## src/rtl/iir_biquad_tdm.sv

```systemverilog
`default_nettype none
// ============================================================================
// Module   : iir_biquad_tdm
// Purpose  : Direct-form-I biquad for NCH channels sharing one multiplier.
//            Define IIR_SAT_EN for output clamping with ovf flag.
// Revision : 1.0
// ============================================================================
module iir_biquad_tdm #(
    parameter int W    = 11,
    parameter int CW   = 12,
    parameter int FRAC = 10,
    parameter int NCH  = 4,
    parameter logic signed [CW-1:0] B0 = CW'(256),
    parameter logic signed [CW-1:0] B1 = CW'(512),
    parameter logic signed [CW-1:0] B2 = CW'(256),
    parameter logic signed [CW-1:0] A1 = CW'(-512),
    parameter logic signed [CW-1:0] A2 = CW'(256),
    localparam int CHW = (NCH > 1) ? $clog2(NCH) : 1
) (
    input  logic                clk,
    input  logic                rst_n,
    input  logic                in_valid,
    output logic                in_ready,
    input  logic [CHW-1:0]      in_ch,
    input  logic signed [W-1:0] x,
    output logic                out_valid,
    output logic [CHW-1:0]      out_ch,
    output logic signed [W-1:0] y,
    output logic                ovf
);

    localparam int PW  = W + CW;
    localparam int AW  = W + CW + 3;
    localparam int NSL = 2 ** CHW;
    // One bit per encodable channel index; set only for channels that exist.
    localparam logic [NSL-1:0]        c_ch_ok = {NSL{1'b1}} >> (NSL - NCH);
    localparam logic signed [AW-1:0]  c_half  = AW'(2 ** (FRAC - 1));

    typedef enum logic [2:0] {
        S_IDLE = 3'd0,
        S_MAC0 = 3'd1,
        S_MAC1 = 3'd2,
        S_MAC2 = 3'd3,
        S_MAC3 = 3'd4,
        S_MAC4 = 3'd5,
        S_DONE = 3'd6,
        S_SKIP = 3'd7
    } state_t;

    state_t                r_state;
    logic [CHW-1:0]        r_ch;
    logic signed [W-1:0]   r_x;
    logic signed [W-1:0]   r_x1 [NCH];
    logic signed [W-1:0]   r_x2 [NCH];
    logic signed [W-1:0]   r_y1 [NCH];
    logic signed [W-1:0]   r_y2 [NCH];
    logic signed [AW-1:0]  r_acc;
    logic                  r_out_valid;
    logic [CHW-1:0]        r_out_ch;
    logic signed [W-1:0]   r_y;

    logic signed [W-1:0]   w_smp;
    logic signed [CW-1:0]  w_coef;
    logic                  w_sub;
    logic signed [PW-1:0]  w_prod;
    logic signed [AW-1:0]  w_prod_ext;
    logic signed [AW-1:0]  w_base;
    logic signed [AW-1:0]  w_acc;
    logic signed [AW-1:0]  w_sum;
    logic signed [AW-1:0]  w_shr;
    logic signed [W-1:0]   w_y;

    // Feedback terms are subtracted rather than negating A1/A2, so a
    // coefficient of -2^(CW-1) cannot overflow.
    always_comb begin
        w_smp  = r_x;
        w_coef = B0;
        w_sub  = 1'b0;
        case (r_state)
            S_MAC1: begin w_smp = r_x1[r_ch]; w_coef = B1; end
            S_MAC2: begin w_smp = r_x2[r_ch]; w_coef = B2; end
            S_MAC3: begin w_smp = r_y1[r_ch]; w_coef = A1; w_sub = 1'b1; end
            S_MAC4: begin w_smp = r_y2[r_ch]; w_coef = A2; w_sub = 1'b1; end
            default: ;
        endcase
    end

    assign w_prod     = w_smp * w_coef;
    assign w_prod_ext = {{(AW-PW){w_prod[PW-1]}}, w_prod};
    assign w_base     = (r_state == S_MAC0) ? '0 : r_acc;
    assign w_acc      = w_sub ? (w_base - w_prod_ext) : (w_base + w_prod_ext);
    assign w_sum      = r_acc + c_half;
    assign w_shr      = w_sum >>> FRAC;

`ifdef IIR_SAT_EN
    logic w_ovf;
    logic r_ovf;

    always_comb begin
        w_ovf = !((&w_shr[AW-1:W-1]) || !(|w_shr[AW-1:W-1]));
        if (w_ovf)
            w_y = w_shr[AW-1] ? {1'b1, {(W-1){1'b0}}} : {1'b0, {(W-1){1'b1}}};
        else
            w_y = w_shr[W-1:0];
    end

    always_ff @(posedge clk or negedge rst_n) begin
        if (!rst_n)
            r_ovf <= 1'b0;
        else if (r_state == S_DONE)
            r_ovf <= w_ovf;
    end

    assign ovf = r_ovf;
`else
    assign w_y = W'(w_shr);
    assign ovf = 1'b0;
`endif

    always_ff @(posedge clk or negedge rst_n) begin
        if (!rst_n) begin
            r_state     <= S_IDLE;
            r_ch        <= '0;
            r_x         <= '0;
            r_acc       <= '0;
            r_out_valid <= 1'b0;
            r_out_ch    <= '0;
            r_y         <= '0;
            for (int i = 0; i < NCH; i++) begin
                r_x1[i] <= '0;
                r_x2[i] <= '0;
                r_y1[i] <= '0;
                r_y2[i] <= '0;
            end
        end else begin
            r_out_valid <= 1'b0;
            case (r_state)
                S_IDLE: begin
                    if (in_valid) begin
                        r_x     <= x;
                        r_ch    <= in_ch;
                        r_state <= c_ch_ok[in_ch] ? S_MAC0 : S_SKIP;
                    end
                end
                S_MAC0: begin r_acc <= w_acc; r_state <= S_MAC1; end
                S_MAC1: begin r_acc <= w_acc; r_state <= S_MAC2; end
                S_MAC2: begin r_acc <= w_acc; r_state <= S_MAC3; end
                S_MAC3: begin r_acc <= w_acc; r_state <= S_MAC4; end
                S_MAC4: begin r_acc <= w_acc; r_state <= S_DONE; end
                S_DONE: begin
                    r_y           <= w_y;
                    r_out_ch      <= r_ch;
                    r_out_valid   <= 1'b1;
                    r_x2[r_ch]    <= r_x1[r_ch];
                    r_x1[r_ch]    <= r_x;
                    r_y2[r_ch]    <= r_y1[r_ch];
                    r_y1[r_ch]    <= w_y;
                    r_state       <= S_IDLE;
                end
                default: r_state <= S_IDLE;
            endcase
        end
    end

    assign in_ready  = (r_state == S_IDLE);
    assign out_valid = r_out_valid;
    assign out_ch    = r_out_ch;
    assign y         = r_y;

endmodule
`default_nettype wire
```

## config.mk

```make
export PLATFORM = sky130hd
export DESIGN_NAME = iir_biquad_tdm
export DESIGN_NICKNAME = d
export VERILOG_FILES = /design/src/rtl/iir_biquad_tdm.sv
export SDC_FILE = /design/constraint.sdc
export NUM_CORES = 1
export LEC_CHECK = 0
export ABC_CLOCK_PERIOD_IN_PS = 15200
export BUFFER_PORTS_ARGS = -buffer_cell sky130_fd_sc_hd__buf_4
export CORE_MARGIN = 2
export CORE_UTILIZATION = 55
export CTS_CLUSTER_DIAMETER = 60
export DETAILED_ROUTE_END_ITERATION = 8
export GPL_TIMING_DRIVEN = 0
export PLACE_DENSITY = 0.68
export SLEW_MARGIN = 0
export SYNTH_ARGS = -nofsm -noshare
export SYNTH_HDL_FRONTEND = slang
export SYNTH_SLANG_ARGS = --single-unit
```

## constraint.sdc

```tcl
create_clock -name clk -period 15.2 [get_ports clk]
set_input_delay 2.28 -clock clk [delete_from_list [all_inputs] [get_ports clk]]
set_output_delay 2.28 -clock clk [all_outputs]
set_load 0.03 [all_outputs]
```

==> results.toml, run 1 <==
[status]
outcome = "finished, final reports clean"

[place]
portBuffers = 30
gp_congestion = 0.917
detailed_place.area_mm2 = 0.0132
dpl.hpwl_um = 21600
dp.cells = 1390

[worst_setup_path]
timing.critical_path.from_type = "flop"
timing.critical_path.slowest_cell_delay_ns = 0.75
arrival_ns = 9.15
critPathCaptureType = "flop"
crit_type = "reg2reg"
cp_top_family = "adder cells"
cp.required_ns = 15.59
cp.buffers_inverters = 8
max_fanout_on_critical_path = 10
critPathMostFrequentCell = "fa_1"
setup.reg_to_reg.worst_slack_ns = 6.44
timing.critical_path.slowest_stage_cell = "buf_1"

[route]
drt_first_iter_violations = 680
routedWlPerCell_um = 20.5
route.antenna.remaining_nets = 0
dr_total_vias = 8499
detail_route.drc_violations = 0
drt-pass1-iter-count = 7
finalWirelength_um = 29500
route.detailed.vias_per_inst = 5.93

[synth]
synthesis.area_mm2 = 0.0126
yosys.area_share.adder_pct = 11.2
distinct_cell_type_count_of_the_synthesized_netlist = 58
asyncSetResetFlopFracSynth_pct = 100
number_of_instances_in_the_synthesized_netlist = 1072
postSynthRegisterBits = 219
average_cell_area_after_synthesis_um2 = 11.7
synth-edff-count = 0
yosys-mux-area-fraction_pct = 21.0
synthSimpleGateAreaFrac_pct = 7.82
sequential_to_total_area_share_from_yosys_stat_pct = 43.6
synthesized_area_fraction_occupied_by_ao_oa_aoi_and_oai_cells_pct = 8.23
dominant_combinational_cell_family_by_area_after_synthesis = "multiplexers"
yosysWarningCount = 0
synth_ff_type = "dfrtp_1"
share_of_the_synthesized_netlist_area_taken_by_xor_and_xnor_gates_pct = 3.53

[cts]
clkLatencyLatePin_ns = 0.52
tritoncts = "done"
ctsResizeCount = 0
clk_path_buf_depth = 3
setup_fix_bufs_post_cts = 0
clk_transition_reported_paths_ns = 0.06
number_of_cts_inserted_buffers = 24
clock-root-buffer = "clkbuf_16"
cts_hold_repair.buffers = 0
htree_num_levels = 1
tritoncts_num_sinks = 219

[floorplanning]
fp-row-count = 55
floorplan.core_area_mm2 = 0.0225
io-pin-count = 32
dieHeight_um = 155
die_area_mm2 = 0.0241
width_of_the_chip_um = 155
initial_utilization_pct = 55.8

[layout]
areaGrowthSynthToFinish_pct = 11.7
layout_cell_share_with_drive_strength_beyond_1_pct = 25.2
design_area_mm2 = 0.0140
final_net_count = 1234
insertedDiodeCount = 0
post_layout_nonfiller_instances = 1434

[timing]
achievable-frequency_ghz = 0.114
setup-tns-final_ns = 0
slew_violations = 0
finalClockSkew_ns = 0.0239
max_slew.worst_pin.slew_ns = 0.936
final_hold_viol_count = 0
setup_violations = 0
max-slew-margin-rel_pct = 37.6
final_min_period_over_clock_period_pct = 57.6
rsz0062_at_grt = "false"
finalCriticalPeriod_ns = 8.76

[global_routing]
grt_util_all_layers_pct = 25.8
grt_pass1_wl_um = 47900
number_of_global_route_vias_before_repair = 8775
grt_antenna_before_repair = 0
grt_max_degree = 116
globalRouteOverflowTotal = 0

[hold_path]
worst_hold_path_type = "reg2reg"

[flow_run]
number_of_violations_of_the_max_capacitance_limit = 0
## final timing paths
| path | from | end | cells past startpoint |
|---|---|---|---|
| max in group asynchronous | rst_n | r_x2[34]$_DFFE_PN0P_ | 2 |
| worst max-delay path | r_ch[1]$_DFFE_PN0P_ | r_acc[20]$_DFFE_PN0P_ | 29 |
| worst min-delay path | r_y1[8]$_DFFE_PN0P_ | r_y1[8]$_DFFE_PN0P_ | 2 |
| min in group asynchronous | rst_n | out_valid$_DFF_PN0_ | 1 |
| worst max register to register | r_ch[1]$_DFFE_PN0P_ | r_acc[20]$_DFFE_PN0P_ | 29 |
| worst min register to register | r_y1[8]$_DFFE_PN0P_ | r_y1[8]$_DFFE_PN0P_ | 2 |
## per-layer routing
layer	vias up	share of wire [%]	track usage (%)
met2	224	47	41.4
met5	-	0	0
met4	0	3.1	8.51
met3	55	5.9	4.48
met1	4361	44	36.0
li1	3859	-	-
## flip-flops by register name (all words and copies together), names as in the netlist
| name | flops |
|---|---|
| r_state | 3 |
| r_x2 | 44 |
| y | 11 |
| r_ch | 2 |
| r_acc | 13 |
| out_valid | 1 |
| r_y2 | 44 |
| r_y1 | 44 |
| r_x1 | 44 |
| out_ch | 2 |
| r_x | 11 |
## logic make-up (layout without fill, tap and decap cells)
group                    count (synthesis)  count (layout)
flip-flops                             219             219
AND/OR/NAND/NOR                        218             218
multiplexers                           195             195
AO/OA/AOI/OAI                          165             165
buffers and inverters                  138             213
adder cells (fa/ha/maj)                 87              87
XOR/XNOR                                49              49
other                                    1               3
## cell usage in the layout, fill, tap and decap left out, drive strengths merged, types with 17 or more instances in the layout
master and count:
mux2 141, mux4 41, buf 59, fa 43
xor2 17, nor2 63, dfrtp 219, ha 44
xnor2 31, inv 75, nand2 88, a21oi 47
o21ai 55, clkbuf 66
## Yosys cell counts (3+ instances only)
cell,count,area (µm²)
o211ai_1,3,22.5
nor3_1,6,30.0
mux2_2,141,1590
nor2_1,63,236
nand3_1,8,40.0
a21o_1,10,75.1
xnor2_1,31,272
and2_1,7,43.8
buf_4,3,22.5
nand2b_1,5,31.3
a21oi_1,46,230
a211oi_1,7,52.6
o221ai_1,4,35.0
o21a_1,3,22.5
xor2_1,17,149
inv_1,73,274
a221oi_1,11,96.3
dfrtp_1,219,5480
a22o_1,4,35.0
a22oi_1,6,45.0
nand4_1,8,50.1
or2_2,7,43.8
nor2b_1,16,100
mux2i_1,13,130
nand2_1,88,330
ha_1,44,551
mux4_2,41,923
o21ai_0,51,255
clkbuf_1,35,131
fa_1,43,861
buf_1,4,15.0
o21ai_1,4,20.0
buf_2,19,95.1
## through the flow
step                      hold slack, ns  utilization (%)  setup slack [ns]
after detailed placement           0.466             58.6              6.41
after global routing               0.508             62.4              5.87
final                              0.480             62.4              6.44
after global placement             0.457             58.4              6.43
after CTS                          0.482             62.4              6.38
after floorplan                    0.442                -              8.06
## final cells by class
type	count	area [µm²]
Clock inverter	13	194
Tap cell	285	357
Clock buffer	31	657
Fill cell	1781	8460
Multi-Input combinational cell	717	6520
Timing Repair Buffer	31	260
Buffer	63	287
Sequential cell	219	5480
Inverter	75	282
## tightest hold or removal path, cell delays in order (launching register included)
cell,delay [ns]
dfrtp_1,0.34
nand2_1,0.05
o21ai_0,0.06
Power of run 1 is not shown: default switching activity piles up to over one toggle a cycle in this logic, so the estimate is an artifact.
==> run 2, diff against run 1 <==
ABC_CLOCK_PERIOD_IN_PS = 8250   (was 15200)
clock period = 8.25 ns   (was 15.2 ns; I/O delays follow)
==> run 2 against run 1 <==
Clock skew grew 0.0024 ns. Sequential cell count is the same. Final area grew 0.33%. Global-route usage is the same. Via count is essentially flat. Wire length grew 0.28%. Count of clock-buffer cells in the layout is the same. Critical endpoint unchanged. Worst setup slack lost 5.9 ns. Non-clock buffer count grew 1. Register-to-register slack lost 5.9 ns. Sequential share of layout area shrank 0.12 points. Cell count is essentially flat.
==> results.toml, run 2 (synthesized netlist as in run 1, its figures left out) <==
[timing]
achievable-frequency_ghz = 0.129
finalCriticalPeriod_ns = 7.75
final_hold_viol_count = 0
finalWorstSetupSlack_ns = 0.500
final_min_period_over_clock_period_pct = 93.9
max_slew.worst_pin.slew_ns = 0.865
rsz0062_at_grt = "false"
finalClockSkew_ns = 0.0263
max-slew-margin-rel_pct = 42.4
setup_violations = 0
slew_violations = 0

[cts]
clk_transition_reported_paths_ns = 0.06
cts_hold_repair.buffers = 0
tritoncts = "done"
number_of_cts_inserted_buffers = 24
htree_num_levels = 1
tritoncts_num_sinks = 219
clk_path_buf_depth = 3
clock-root-buffer = "clkbuf_16"
clkLatencyLatePin_ns = 0.52

[place]
detailedPlace.worstSlack_ns = -0.543
gp_congestion = 0.917
dpl.hpwl_um = 21600
portBuffers = 30

[floorplanning]
die_area_mm2 = 0.0241
width_of_the_chip_um = 155
fp-row-count = 55
floorplan.core_area_mm2 = 0.0225
dieHeight_um = 155
initial_utilization_pct = 55.8
io-pin-count = 32

[hold_path]
worst_hold_path_type = "reg2reg"
hold_depth = 2

[route]
met3_length_um = 1780
detail_route.drc_violations = 0
met2WireLength_um = 13900
drt_first_iter_violations = 619
finalWirelength_um = 29500
drt-pass1-iter-count = 5
route.detailed.vias_per_inst = 5.92
wl_met1_um = 12900
routedWlPerCell_um = 20.6
route.antenna.remaining_nets = 0
top_layer_used = "met4"
dr_total_vias = 8496

[flow_run]
number_of_violations_of_the_max_capacitance_limit = 0

[worst_setup_path]
timing.critical_path.slowest_cell_delay_ns = 0.55
critPathCaptureType = "flop"
timing.critical_path.from_type = "flop"
timing.critical_path.slowest_stage_cell = "fa_1"
cp.required_ns = 8.65
rr_worst_depth = 30
crit_type = "reg2reg"
arrival_ns = 8.15
max_fanout_on_critical_path = 10

[status]
outcome = "finished, final reports clean"

[global_routing]
grt_max_degree = 116
grt_util_all_layers_pct = 25.8
grt_antenna_before_repair = 0
number_of_global_route_vias_before_repair = 8772
grt_pass1_wl_um = 47900
globalRouteOverflowTotal = 0

[layout]
insertedDiodeCount = 0
layout.cells.most_common = "dfrtp_1"
final_cell_mix = "dfrtp_1 (218), mux2_2 (141), nand2_1 (88)"
final_net_count = 1235
areaGrowthSynthToFinish_pct = 12.1
layout_cell_share_with_drive_strength_beyond_1_pct = 25.9
layout.filler_cells = 1778
[run 2: changes by cell type in the layout (fill, tap and decap cells not counted), sizes merged]
cell  change
buf       +1
[run 2: timing repair]
action	in CTS	in global routing
pin swaps	0	1
resized for setup	8	14
endpoints found under the setup margin	3	2
buffers inserted	0	1
[run 2: metal layers]
metal  vias up  GRT usage [%]
met5         -              0
met4         0           8.51
met3        60           4.48
met2       224           41.4
met1      4346           36.0
li1       3866              -
[run 2: critical path: cells and delay by family (launching register included)]
family	cells	cell delay, ns
fa+ha+maj	7	2.72
compound gates	8	1.66
buf+inv	7	1.12
xor+xnor	4	0.78
mux	1	0.54
simple gates	3	0.42
flops	1	0.37
[run 2: area by class of cell]
class | instances | area [µm²] | area share [%]
clock buffers | 31 | 657 | 4.66
inverters | 75 | 282 | 2.00
well taps | 285 | 357 | 2.53
repair buffers | 32 | 268 | 1.90
clock inverters | 13 | 194 | 1.38
flip-flops and latches | 219 | 5480 | 38.9
plain buffers | 63 | 315 | 2.24
multi-input cells | 717 | 6530 | 46.4
[run 2: final timing paths]
path | slack [ns] | end | start
setup / recovery | 0.50 | r_acc[20]$_DFFE_PN0P_ | r_ch[0]$_DFFE_PN0P_
hold / removal | 0.48 | r_y1[8]$_DFFE_PN0P_ | r_y1[8]$_DFFE_PN0P_
setup reg to reg | 0.50 | r_acc[20]$_DFFE_PN0P_ | r_ch[0]$_DFFE_PN0P_
hold reg to reg | 0.48 | r_y1[8]$_DFFE_PN0P_ | r_y1[8]$_DFFE_PN0P_
max in group asynchronous | 6.42 | r_x1[2]$_DFFE_PN0P_ | rst_n
min in group asynchronous | 0.79 | out_valid$_DFF_PN0_ | rst_n
[run 2: stage by stage]
step,hold WS [ns],std cells,setup TNS [ns],instance area (µm²),utilization (%)
finish,0.478,1435,0,14100,62.6
global route,0.509,1435,0,14100,62.6
CTS,0.482,1434,0,14000,62.4
detailed placement,0.466,1390,-0.871,13200,58.6
global placement,0.457,1389,-0.821,13200,58.4
floorplan,0.442,1074,0,12600,-
Power of run 2 is left out for the same reason.
